**config.mk**
```make
export PLATFORM = sky130hd
export DESIGN_NAME = relm_custom_div
export DESIGN_NICKNAME = d
export VERILOG_FILES = /design/src/rtl/relm_custom_div.sv
export SDC_FILE = /design/constraint.sdc
export NUM_CORES = 1
export LEC_CHECK = 0
export CORE_UTILIZATION = 56
export DETAILED_ROUTE_END_ITERATION = 6
export MAX_ROUTING_LAYER = met4
export PLACE_DENSITY_LB_ADDON = 0.3
export SLEW_MARGIN = 10
export SYNTH_ARGS = -nofsm -noshare
export SYNTH_HDL_FRONTEND = slang
export SYNTH_SLANG_ARGS = --single-unit
export TNS_END_PERCENT = 100
```
**constraint.sdc**
```tcl
create_clock -name clk -period 10.1 [get_ports clk]
set_input_delay 1.515 -clock clk [delete_from_list [all_inputs] [get_ports clk]]
set_output_delay 1.515 -clock clk [all_outputs]
set_load 0.005 [all_outputs]
```
**src/rtl/relm_custom_div.sv**
```systemverilog
// relm_custom_div: iterative integer divide/modulo unit for the ReLM custom-op slot.
// Runs a restoring shift-subtract divider that retires BPC quotient bits per cycle.
// It holds the core with retry_out until the result is ready.
// The shared multiplier is not used.
//
// Ports:
//   clk, rst       clock (rising edge), asynchronous active-high reset
//   op_in          custom opcode; the four DIV/MOD opcodes start an operation
//   a_in, x_in     dividend, divisor (latched only in IDLE)
//   cb_in, xb_in, opb_in, mul_ax_in   unused
//   mul_a_out, mul_x_out              tied to 0
//   a_out          primary result: quotient (DIV*) or remainder (MOD*)
//   cb_out         {WC zeros, secondary result}: remainder (DIV*) or quotient (MOD*)
//   retry_out      1 = core must re-present the same op/operands next cycle
module relm_custom_div #(
    parameter int unsigned WD  = 32,
    parameter int unsigned WOP = 5,
    parameter int unsigned WC  = 0,
    parameter int unsigned BPC = 1,
    parameter logic [WOP-1:0] OP_DIVU = WOP'(5'h1C),
    parameter logic [WOP-1:0] OP_DIVS = WOP'(5'h1D),
    parameter logic [WOP-1:0] OP_MODU = WOP'(5'h1E),
    parameter logic [WOP-1:0] OP_MODS = WOP'(5'h1F)
) (
    input  logic              clk,
    input  logic              rst,
    input  logic [WOP-1:0]    op_in,
    input  logic [WD-1:0]     a_in,
    input  logic [WC+WD-1:0]  cb_in,
    input  logic [WD-1:0]     x_in,
    input  logic [WD-1:0]     xb_in,
    input  logic              opb_in,
    input  logic [2*WD-1:0]   mul_ax_in,
    output logic [WD-1:0]     mul_a_out,
    output logic [WD-1:0]     mul_x_out,
    output logic [WD-1:0]     a_out,
    output logic [WC+WD-1:0]  cb_out,
    output logic              retry_out
);

    localparam int unsigned N   = WD / BPC;
    localparam int unsigned CW  = $clog2(N + 1);
    localparam int unsigned WCB = WC + WD;

    typedef enum logic [1:0] {
        IDLE = 2'd0,
        BUSY = 2'd1,
        DONE = 2'd2
    } state_t;

    state_t          state, state_next;
    logic [WD-1:0]   quo, quo_next;       // dividend bits shifting out, quotient bits shifting in
    logic [WD-1:0]   rem, rem_next;
    logic [WD-1:0]   dvs, dvs_next;
    logic [CW-1:0]   cnt, cnt_next;
    logic            is_mod, is_mod_next;
    logic            neg_q, neg_q_next;
    logic            neg_r, neg_r_next;
    logic [WD-1:0]   a_next;
    logic [WCB-1:0]  cb_next;

    logic            div_op, op_signed, op_mod;
    logic [WD-1:0]   a_abs, x_abs;
    logic [WD-1:0]   step_q, step_r, fix_q, fix_r;
    logic [WD:0]     trial;

    // Opcode decode
    assign div_op    = (op_in == OP_DIVU) || (op_in == OP_DIVS) ||
                       (op_in == OP_MODU) || (op_in == OP_MODS);
    assign op_signed = (op_in == OP_DIVS) || (op_in == OP_MODS);
    assign op_mod    = (op_in == OP_MODU) || (op_in == OP_MODS);

    assign a_abs = (op_signed && a_in[WD-1]) ? (WD'(0) - a_in) : a_in;
    assign x_abs = (op_signed && x_in[WD-1]) ? (WD'(0) - x_in) : x_in;

    // Stall is combinational so the core sees it in the same cycle as the op
    assign retry_out = !rst && div_op && (state != DONE);

    assign mul_a_out = '0;
    assign mul_x_out = '0;

    logic unused_inputs;
    assign unused_inputs = ^{cb_in, xb_in, opb_in, mul_ax_in};

    // BPC restoring steps per cycle, MSB first, plus sign fixup of the would-be final result
    always_comb begin
        step_q = quo;
        step_r = rem;
        trial  = '0;
        for (int i = 0; i < int'(BPC); i++) begin
            trial  = {step_r, step_q[WD-1]};
            step_q = {step_q[WD-2:0], 1'b0};
            if (trial >= {1'b0, dvs}) begin
                trial     = trial - {1'b0, dvs};
                step_q[0] = 1'b1;
            end
            step_r = trial[WD-1:0];
        end
        fix_q = neg_q ? (WD'(0) - step_q) : step_q;
        fix_r = neg_r ? (WD'(0) - step_r) : step_r;
    end

    // Next-state and datapath next values
    always_comb begin
        state_next  = state;
        quo_next    = quo;
        rem_next    = rem;
        dvs_next    = dvs;
        cnt_next    = cnt;
        is_mod_next = is_mod;
        neg_q_next  = neg_q;
        neg_r_next  = neg_r;
        a_next      = a_out;
        cb_next     = cb_out;

        unique case (state)
            IDLE: begin
                if (div_op) begin
                    quo_next    = a_abs;
                    rem_next    = '0;
                    dvs_next    = x_abs;
                    cnt_next    = CW'(N);
                    is_mod_next = op_mod;
                    neg_q_next  = op_signed && (a_in[WD-1] ^ x_in[WD-1]);
                    neg_r_next  = op_signed && a_in[WD-1];
                    if (x_in == '0) begin
                        // Divide by zero: quotient all ones, remainder is the raw dividend
                        a_next     = op_mod ? a_in : {WD{1'b1}};
                        cb_next    = WCB'(op_mod ? {WD{1'b1}} : a_in);
                        state_next = DONE;
                    end else begin
                        state_next = BUSY;
                    end
                end
            end
            BUSY: begin
                if (!div_op) begin
                    // Core withdrew the op: drop the partial result
                    state_next = IDLE;
                end else begin
                    quo_next = step_q;
                    rem_next = step_r;
                    cnt_next = cnt - CW'(1);
                    if (cnt == CW'(1)) begin
                        a_next     = is_mod ? fix_r : fix_q;
                        cb_next    = WCB'(is_mod ? fix_q : fix_r);
                        state_next = DONE;
                    end
                end
            end
            DONE: begin
                state_next = IDLE;
            end
            default: begin
                state_next = IDLE;
            end
        endcase
    end

    // State and datapath registers
    always_ff @(posedge clk or posedge rst) begin
        if (rst) begin
            state  <= IDLE;
            quo    <= '0;
            rem    <= '0;
            dvs    <= '0;
            cnt    <= '0;
            is_mod <= 1'b0;
            neg_q  <= 1'b0;
            neg_r  <= 1'b0;
            a_out  <= '0;
            cb_out <= '0;
        end else begin
            state  <= state_next;
            quo    <= quo_next;
            rem    <= rem_next;
            dvs    <= dvs_next;
            cnt    <= cnt_next;
            is_mod <= is_mod_next;
            neg_q  <= neg_q_next;
            neg_r  <= neg_r_next;
            a_out  <= a_next;
            cb_out <= cb_next;
        end
    end

endmodule
```
Word-level counts from Yosys, hierarchy flattened
Cells that the tools add are included.
- bits in registers: 171
- bits of input ports: 200
- word-level logic and storage cells: 82
- add/sub/neg operators: 6
- order comparisons: 1
- equality and inequality tests: 12
- muxes and demuxes: 34
- bitwise logic cells: 1
- reduce and logical (&&, ||, !) cells: 18
- operators with widths (cell ; count):
    two-way mux 32 bit ; 21
    case mux 32 bit (2 select lines) ; 4
    subtractor 1 x 32 -> 32 bit (first input constant) ; 4
    >= comparator 33 x 32 -> 1 bit ; 1
    logical NOT 32 bit ; 1
    subtractor 32 bit ; 1
    equality test 5 bit (second input constant) ; 4
    two-way mux 6 bit ; 2
    case mux 6 bit (2 select lines) ; 1
    != test 2 bit (second input constant) ; 5
    two-way mux 2 bit ; 4
    equality test 6 x 1 -> 1 bit (second input constant) ; 1
    subtractor 6 x 1 -> 6 bit (second input constant) ; 1
    logical AND 1 bit ; 5
    logical OR 1 bit ; 5
    AND reduction 5 bit ; 1
    case mux 2 bit (2 select lines) ; 1
    AND reduction 2 bit ; 2
    != test 3 bit (second input constant) ; 1
    AND reduction 3 bit ; 1
    equality test 2 x 1 -> 1 bit (second input constant) ; 1
    logical NOT 2 bit ; 1
    nonzero test 2 bit ; 1
    logical NOT 1 bit ; 1
    2 further kinds ; 2

Longest topological paths before layout
Gate-level depths: netlist of the first run.
- depth after elaboration: 8
- mapped depth: 23

Least setup slack after synthesis of the first run
No wires, ideal clock.
- path kind: reg2reg
- from: register rem[11]
- to: register cb_out[30]
- data arrival time: 4.711 ns
- setup slack: 5.265 ns
- stages on the path, launching flop included: 20
- period minus slack after synthesis: 4.835 ns
- cell sequence: dfrtp_1 -> ha_1 -> buf_6 -> a21oi_2 -> o21ai_1 -> a22o_4 -> o31ai_4 -> nand2_4 -> inv_2 -> buf_2 -> buf_1 -> mux2i_1 -> ha_1 -> o2111ai_1 -> nor4_1 -> o21a_2 -> o2111ai_4 -> o311a_1 -> a211o_1 -> a211o_1
- word-level cells in the longest chain between the ends: 8
- RTL lines (element ; RTL line ; text):
    start: declaration ; 53 ; logic [WD-1:0] rem, rem_next;
    start signal: assignment ; 176 ; rem <= rem_next;
    subtractor 32 bit or >= comparator 33 x 32 -> 1 bit (tied branches) ; 94, 93 ;
    two-way mux 32 bit or two-way mux 1 bit (tied branches) ; 93 ; if (trial >= {1'b0, dvs}) begin
    subtractor 1 x 32 -> 32 bit (on tied branches) ; 100, 99 ;
    two-way mux 32 bit (on tied branches) ; 100, 99 ;
    two-way mux 32 bit * ; 146 ; cb_next = WCB'(is_mod ? fix_q : fix_r);
    two-way mux 32 bit * ; 144 ; if (cnt == CW'(1)) begin
    two-way mux 32 bit * ; 137 ; if (!div_op) begin
    case mux 32 bit (2 select lines) * ; 116 ; unique case (state)
    end signal: assignment ; 183 ; cb_out <= cb_next;
    end: declaration ; 37 ; output logic [WC+WD-1:0] cb_out,
Every way passes the cells marked *; elsewhere a longest branch is shown, timed or not. The select of a mux whose other input is x is not followed.
A chain may end at the register's enable or synchronous reset.

Final worst setup path of the first run
- from: register rem[17]
- to: register cb_out[30]
Same word-level chain as after synthesis.

==> summary.txt, run 1 <==
SYNTH
----------------------------------------------------------------------------------
Leading post-synthesis cells by instance count ...................... sky130_fd_sc_hd__nand2_1, sky130_fd_sc_hd__o21ai_0, sky130_fd_sc_hd__dfrtp_1, sky130_fd_sc_hd__a21oi_1, sky130_fd_sc_hd__nor2_1
Share of flip-flops with an asynchronous set or reset ...............         100%
Compound-cell area share of the yosys netlist .......................        27.9%
YS warnings .........................................................            0
Top-area cell type share of the netlist area ........................        30.4%
Flip-flop cell with the highest count after synthesis ............... sky130_fd_sc_hd__dfrtp_1
Syn Inst Count ......................................................         1815
Dominant combinational cell family by area after synthesis .......... compound AO/OA/AOI/OAI gates
Mean instance size in the synthesized netlist .......................    7.77 um^2
Leading cell type by number of instances after synthesis ............ sky130_fd_sc_hd__nand2_1
Post-synthesis cell type count ......................................           95
Synthesized-area fraction occupied by xor and xnor cells ............        7.77%
Post-synthesis sequential area ratio ................................        30.4%
Netlist area before placement .......................................   14100 um^2
Area share of and/or/nand/nor cells after synthesis .................        19.7%
Adder-Cell Fraction of Synth Area ...................................        3.52%
Multiplexer share of the synthesized area ...........................        2.44%
Cell types with the largest area share after synthesis .............. sky130_fd_sc_hd__dfrtp_1, sky130_fd_sc_hd__o21ai_0, sky130_fd_sc_hd__nand2_1
EDFF count, synth ...................................................            0
Top cell type by total area after synthesis ......................... sky130_fd_sc_hd__dfrtp_1
Number of storage elements in the synthesis netlist .................          171

PLACEMENT
----------------------------------------------------------------------------------
Placed cell area ....................................................   15300 um^2
Routability Congestion ..............................................        0.936
I/O Buffers .........................................................          135
Placed wire-length estimate .........................................     31200 um

GLOBAL ROUTE
----------------------------------------------------------------------------------
Overflow left after global routing ..................................            0
Vias in the first global route ......................................        13.4k
Most used routing layer in global routing ...........................         met2
Antenna violations before repair ....................................            0
Met1 layer usage reported by global route ...........................        45.0%
Pin count of the biggest net entering global routing ................          107
Tot GR Track Use ....................................................        35.0%
First-pass GRT wire length ..........................................     70200 um
Global routing met3 resource utilization ............................        4.52%
Met2 layer usage reported by global route ...........................        56.1%

POWER
----------------------------------------------------------------------------------
Clock network power share ...........................................        30.1%
Internal power ......................................................      1.36 mW
Switching pwr .......................................................     0.881 mW
Power, Total ........................................................      2.24 mW
Part of the total power dissipated in sequential elements ...........        36.1%
Worst ir drop on vdd ................................................      89.9 uV
Power per standard cell area ........................................  141 nW/um^2
Static leakage ......................................................      6.62 nW
Switching share of power ............................................        39.3%
Combinational cell fraction of total power ..........................        33.8%

DIE
----------------------------------------------------------------------------------
Std-Cell Rows .......................................................           57
Die Height ..........................................................       161 um
Number of I/O pins ..................................................          329
Initial Util ........................................................        57.5%
Chip Width ..........................................................       161 um
Total Die Area ......................................................   25800 um^2
Core area ...........................................................   24500 um^2

TIMING
----------------------------------------------------------------------------------
Measured slew at the worst slew-check pin ...........................      1.14 ns
Final hold vios .....................................................            0
Achievable clock frequency ..........................................      152 MHz
Worst max-slew margin expressed relative to the limit ...............        24.2%
Fin crit period .....................................................      6.60 ns
Share of the clock period used by the worst path ....................        65.3%
RSZ-0062 raised after global routing ................................        false
Setup TNS after final layout ........................................         0 ns
Final-layout worst hold slack .......................................     0.469 ns
Maximum clock skew at final layout ..................................    0.0207 ns
Number of setup violations in the final report ......................            0
Max Slew Vio Count ..................................................            0

LAYOUT
----------------------------------------------------------------------------------
Summed area of non-filler cells in the final layout .................   15900 um^2
Area of the multi-input gates .......................................    8890 um^2
Final nets ..........................................................         2113
Core Util, Final ....................................................        64.7%
Area taken by flip-flops and latches ................................    4280 um^2
Signed area change from the synthesized netlist to the final layout .        12.6%
Share of final-layout standard cells stronger than drive strength 1 .        5.03%
Diode count .........................................................            0
Filler cell count ...................................................         2177

ROUTE
----------------------------------------------------------------------------------
DRC marker count from the first detailed-route iteration ............         1486
WL/cell .............................................................      19.4 um
Number of routed nets with antenna violations .......................            0
Overall via count from detail_route .................................        14.1k
Number of design rule violations left after detail routing ..........            0
Routed wire length ..................................................     43000 um
DR pass1 iterations .................................................            6
Vias/cell ...........................................................         6.39

CTS
----------------------------------------------------------------------------------
Htree depth .........................................................            4
Post-CTS Setup Bufs .................................................            0
TritonCTS Buffers ...................................................           17
CTS tree ............................................................        built
Clock root buffer ................................................... sky130_fd_sc_hd__clkbuf_16
Clock slew at reported path FFs .....................................      0.09 ns
Hold buffer count at cts ............................................            0
TritonCTS Sinks .....................................................          171
Clk buf depth .......................................................            2
Clock insertion delay at the later pin of the skew report ...........      0.46 ns
Resized Gates After CTS .............................................            0

SETUP PATH
----------------------------------------------------------------------------------
CP endpoint kind ....................................................     register
Crit path kind ...................................................... register to register
Endpoint required time on the critical path .........................     10.44 ns
R2R cell count ......................................................           16
Startpoint type of the worst setup path .............................     register
Origin of the critical flop-to-flop path ............................ rem[17]$_DFFE_PP0P_
CP startpoint ....................................................... rem[17]$_DFFE_PP0P_
Biggest fanout along the worst timing path ..........................           49
Endpoint arrival time on the critical path ..........................      6.94 ns

RUN
----------------------------------------------------------------------------------
Max Cap Violations ..................................................            0

OUTCOME
----------------------------------------------------------------------------------
Outcome ............................................................. finished clean

MIN PATH
----------------------------------------------------------------------------------
WHS Path Cells ......................................................            2
Min-delay worst type ................................................ register to register
Source of the worst hold timing path ................................ a_out[11]$_DFFE_PP0P_

[power by group through the flow]
stage	Clock, mW	Combinational, mW	Sequential (mW)
after floorplan	0	0.562	0.802
after global placement	0	0.723	0.818
after detailed placement	0	0.739	0.820
after CTS	0.681	0.745	0.807
after global routing	0.707	0.838	0.817
final	0.675	0.759	0.809
[layout make-up]
type | count | area share (%)
clock buffer | 17 | 2.68
clock inverter | 15 | 1.07
inverter | 65 | 1.57
multi-input combinational | 1469 | 56.0
sequential | 171 | 26.9
tap | 324 | 2.55
timing repair buffer | 150 | 9.22
[path summary, 6_finish.rpt]
path	to	slack (ns)
min reg2reg	a_out[11]$_DFFE_PP0P_	0.47
max reg2reg	cb_out[30]$_DFFE_PP0P_	3.50
min	a_out[11]$_DFFE_PP0P_	0.47
max	cb_out[30]$_DFFE_PP0P_	3.50
min in group asynchronous	quo[26]$_DFFE_PP0P_	1.70
max in group asynchronous	quo[16]$_DFFE_PP0P_	6.92
[flip-flops by register name (all words and copies together), names as in the netlist]
name,flops
neg_q,1
cb_out,32
dvs,32
rem,32
state,2
is_mod,1
quo,32
a_out,32
neg_r,1
cnt,6
[cells in the final DEF, fill, tap and decap left out, types with 11 or more instances in the layout]
cell type	Yosys	routed
sky130_fd_sc_hd__or4_1	11	11
sky130_fd_sc_hd__xor2_1	41	41
sky130_fd_sc_hd__nand3_1	25	25
sky130_fd_sc_hd__o22ai_1	37	37
sky130_fd_sc_hd__nor3_1	44	44
sky130_fd_sc_hd__nor2_1	117	116
sky130_fd_sc_hd__nand2_1	246	244
sky130_fd_sc_hd__a31oi_1	11	11
sky130_fd_sc_hd__ha_1	38	38
sky130_fd_sc_hd__a21o_1	18	18
sky130_fd_sc_hd__conb_1	1	64
sky130_fd_sc_hd__clkdlybuf4s50_1	0	135
sky130_fd_sc_hd__nand4_1	19	19
sky130_fd_sc_hd__inv_1	63	62
sky130_fd_sc_hd__a211oi_1	20	20
sky130_fd_sc_hd__xnor2_1	84	84
sky130_fd_sc_hd__o21ai_0	232	232
sky130_fd_sc_hd__or3_1	33	33
sky130_fd_sc_hd__nor4_1	17	17
sky130_fd_sc_hd__o31ai_1	35	35
sky130_fd_sc_hd__mux2i_1	31	31
sky130_fd_sc_hd__o21ai_1	12	12
sky130_fd_sc_hd__nand2b_1	13	12
sky130_fd_sc_hd__o211ai_1	14	14
sky130_fd_sc_hd__buf_4	64	15
sky130_fd_sc_hd__and3_1	11	11
sky130_fd_sc_hd__dfrtp_1	171	171
sky130_fd_sc_hd__a21oi_1	131	131
sky130_fd_sc_hd__clkbuf_16	0	17
[worst max-delay path, stage by stage, from the launching register on]
cell and delay [ns]:
sky130_fd_sc_hd__dfrtp_1 0.46, sky130_fd_sc_hd__ha_1 0.49, sky130_fd_sc_hd__a21oi_1 0.27, sky130_fd_sc_hd__o21ai_1 0.18, sky130_fd_sc_hd__a211oi_1 0.34, sky130_fd_sc_hd__o311a_1 0.65, sky130_fd_sc_hd__nand2_4 0.54, sky130_fd_sc_hd__inv_2 0.82
sky130_fd_sc_hd__mux2i_1 0.38, sky130_fd_sc_hd__ha_1 0.37, sky130_fd_sc_hd__o2111ai_1 0.23, sky130_fd_sc_hd__nor4_1 0.29, sky130_fd_sc_hd__o21a_2 0.23, sky130_fd_sc_hd__o2111ai_4 0.20, sky130_fd_sc_hd__o311a_1 0.43, sky130_fd_sc_hd__a211o_1 0.28
sky130_fd_sc_hd__a211o_1 0.29
[metrics by stage]
| step | setup slack (ns) | instances |
|---|---|---|
| floorplan | 3.95 | 1878 |
| global placement | 3.83 | 2179 |
| global route | 3.24 | 2211 |
| CTS | 3.66 | 2211 |
| detailed placement | 3.67 | 2179 |
| finish | 3.50 | 2211 |
[kinds of logic after synthesis]
logic type               after synthesis
AO/OA/AOI/OAI                        621
AND/OR/NAND/NOR                      586
buffers and inverters                238
flip-flops                           171
XOR/XNOR                             125
adder cells (fa/ha/maj)               39
multiplexers                          34
other                                  1
[per-layer routing]
layer	share of wire [%]	vias up
li1	-	6559
met1	41	6767
met2	47	682
met3	7.7	112
met4	3.6	0
met5	0	-
(Power assumes the default switching activity.)
==> run 2, diff against run 1 <==
Settings changed: CORE_UTILIZATION 56 to 47.
Clock period 10.1 ns to 5.3 ns, I/O delays scaled along.
==> summary.txt, run 2 (same netlist as run 1, synthesis figures left out) <==
ROUTE
----------------------------------------------------------------------------------
Number of design rule violations left after detail routing ..........            0   unchanged
DR pass1 iterations .................................................            6   unchanged
Routed wire length ..................................................     44800 um   was 43000 um
Number of routed nets with antenna violations .......................            0   unchanged
WL/cell .............................................................      19.4 um   about the same
Overall via count from detail_route .................................        14.1k   about the same
DRC marker count from the first detailed-route iteration ............         1165   was 1486
Vias/cell ...........................................................         6.07   was 6.39

POWER
----------------------------------------------------------------------------------
Switching share of power ............................................        38.9%   was 39.3%
Power per standard cell area ........................................  265 nW/um^2   was 141 nW/um^2
Static leakage ......................................................      6.79 nW   was 6.62 nW
Switching pwr .......................................................      1.68 mW   was 0.881 mW
Combinational cell fraction of total power ..........................        34.5%   was 33.8%
Worst ir drop on vdd ................................................       185 uV   was 89.9 uV
Internal power ......................................................      2.64 mW   was 1.36 mW
Clock network power share ...........................................        29.5%   was 30.1%
Part of the total power dissipated in sequential elements ...........        36.0%   was 36.1%
Power, Total ........................................................      4.31 mW   was 2.24 mW

MIN PATH
----------------------------------------------------------------------------------
Min-delay worst type ................................................ register to register   unchanged

CTS
----------------------------------------------------------------------------------
TritonCTS Buffers ...................................................           17   unchanged
Resized Gates After CTS .............................................            0   unchanged
Hold buffer count at cts ............................................            0   unchanged
TritonCTS Sinks .....................................................          171   unchanged
Clk buf depth .......................................................            2   unchanged
Clock insertion delay at the later pin of the skew report ...........      0.45 ns   was 0.46 ns
Clock root buffer ................................................... sky130_fd_sc_hd__clkbuf_16   unchanged
CTS tree ............................................................        built   unchanged
Htree depth .........................................................            4   unchanged
Clock slew at reported path FFs .....................................      0.08 ns   was 0.09 ns
Post-CTS Setup Bufs .................................................            0   unchanged

GLOBAL ROUTE
----------------------------------------------------------------------------------
First-pass GRT wire length ..........................................     71600 um   was 70200 um
Antenna violations before repair ....................................            0   unchanged
Overflow left after global routing ..................................            0   unchanged
Pin count of the biggest net entering global routing ................          172   was 107
Tot GR Track Use ....................................................        30.5%   was 35.0%
Vias in the first global route ......................................        13.1k   was 13.4k

DIE
----------------------------------------------------------------------------------
Die Height ..........................................................       175 um   was 161 um
Chip Width ..........................................................       175 um   was 161 um
Number of I/O pins ..................................................          329   unchanged
Initial Util ........................................................        47.7%   was 57.5%
Std-Cell Rows .......................................................           63   was 57
Total Die Area ......................................................   30700 um^2   was 25800 um^2
Core area ...........................................................   29600 um^2   was 24500 um^2

OUTCOME
----------------------------------------------------------------------------------
Outcome ............................................................. finished clean   unchanged

LAYOUT
----------------------------------------------------------------------------------
Diode count .........................................................            0   unchanged
Most frequent cells in the layout ................................... sky130_fd_sc_hd__nand2_1, sky130_fd_sc_hd__o21ai_0, sky130_fd_sc_hd__dfrtp_1, sky130_fd_sc_hd__clkdlybuf4s50_1, sky130_fd_sc_hd__a21oi_1   unchanged
Commonest non-fill, non-tap cell in the layout ...................... sky130_fd_sc_hd__nand2_1   unchanged
Final nets ..........................................................         2151   was 2113
Signed area change from the synthesized netlist to the final layout .        15.3%   was 12.6%
Share of final-layout standard cells stronger than drive strength 1 .        6.91%   was 5.03%
Filler cell count ...................................................         2783   was 2177

PLACEMENT
----------------------------------------------------------------------------------
Routability Congestion ..............................................        0.931   was 0.936
Placed wire-length estimate .........................................     33000 um   was 31200 um
I/O Buffers .........................................................          135   unchanged

TIMING
----------------------------------------------------------------------------------
Max Slew Vio Count ..................................................            0   unchanged
Final-layout worst hold slack .......................................     0.469 ns   about the same
Number of setup violations in the final report ......................            0   unchanged
Maximum clock skew at final layout ..................................    0.0166 ns   was 0.0207 ns
Measured slew at the worst slew-check pin ...........................      1.14 ns   about the same
Share of the clock period used by the worst path ....................        86.8%   was 65.3%
Fin crit period .....................................................      4.60 ns   was 6.60 ns
Achievable clock frequency ..........................................      217 MHz   was 152 MHz
Worst max-slew margin expressed relative to the limit ...............        24.2%   about the same
RSZ-0062 raised after global routing ................................        false   unchanged
Setup TNS after final layout ........................................         0 ns   unchanged
Final hold vios .....................................................            0   unchanged

SETUP PATH
----------------------------------------------------------------------------------
Startpoint type of the worst setup path .............................     register   unchanged
Cell with the largest stage delay on the worst path ................. sky130_fd_sc_hd__ha_1   was sky130_fd_sc_hd__inv_2
CP cell instances ................................................... ha_1, a21oi_1, o21ai_1, a211oi_1, o311a_1, nand2_4, inv_2, mux2i_1, ha_1, o2111ai_1, nor4_1, o21a_2, o2111ai_4, o311a_1, a211o_1, a211o_1   unchanged
Crit path kind ...................................................... register to register   unchanged
Endpoint arrival time on the critical path ..........................      4.94 ns   was 6.94 ns
CP endpoint kind ....................................................     register   unchanged
Worst path max stage delay ..........................................      0.48 ns   was 0.82 ns
Endpoint required time on the critical path .........................      5.64 ns   was 10.44 ns
Biggest fanout along the worst timing path ..........................           11   was 49

RUN
----------------------------------------------------------------------------------
Max Cap Violations ..................................................            0   unchanged

[run 2: power groups by stage]
stage | Clock, mW | Sequential (mW) | Combinational, mW
after detailed placement | 0 | 1.57 | 1.46
after CTS | 1.28 | 1.55 | 1.47
after global routing | 1.33 | 1.57 | 1.65
final | 1.27 | 1.55 | 1.49
after global placement | 0 | 1.57 | 1.44
after floorplan | 0 | 1.53 | 1.07
[run 2: worst paths after layout]
| check | startpoint | to | slack, ns | depth (start not counted) |
|---|---|---|---|---|
| setup / recovery | rem[17]$_DFFE_PP0P_ | cb_out[30]$_DFFE_PP0P_ | 0.70 | 16 |
| hold / removal | a_out[11]$_DFFE_PP0P_ | a_out[11]$_DFFE_PP0P_ | 0.47 | 2 |
| setup reg to reg | rem[17]$_DFFE_PP0P_ | cb_out[30]$_DFFE_PP0P_ | 0.70 | 16 |
| hold reg to reg | a_out[11]$_DFFE_PP0P_ | a_out[11]$_DFFE_PP0P_ | 0.47 | 2 |
| max in group asynchronous | rst | rem[3]$_DFFE_PP0P_ | 3.58 | 3 |
| min in group asynchronous | rst | cb_out[25]$_DFFE_PP0P_ | 0.99 | 3 |
[run 2: area by class of cell]
type	instances	area (um^2)	area share, %
Tap cell	390	488	3.00
Timing Repair Buffer	188	1770	10.9
Clock buffer	18	439	2.70
Inverter	65	248	1.52
Multi-Input combinational cell	1469	8890	54.7
Sequential cell	171	4280	26.3
Clock inverter	14	140	0.862
[run 2: metal layers]
layer / part of all wire [%] / vias to the layer above / track usage, % / routed length (um)
li1: - / 6618 / - / -
met1: 44 / 6739 / 40.6 / 19700
met2: 46 / 619 / 47.5 / 20800
met3: 6.5 / 77 / 3.61 / 2920
met4: 3.1 / 0 / 11.5 / 1380
met5: 0 / - / - / 0
[run 2: stage by stage]
step                instance area [um^2]  instances  util, %  setup WS (ns)
detailed placement                 15700       2283     53.0          0.670
floorplan                          14300       1878        -          0.465
finish                             16300       2315     55.0          0.700
global placement                   15700       2283     53.0          0.707
CTS                                16300       2315     55.0          0.733
global route                       16300       2315     55.0          0.315
[run 2: critical path, delay by kind of cell (launching register included)]
kind,cells,cell delay (ns)
buffers and inverters,1,0.09
muxes,1,0.23
and+or+nand+nor,2,0.39
DFF,1,0.47
adders and majority gates,2,0.71
AOI/OAI and AO/OA,10,2.61
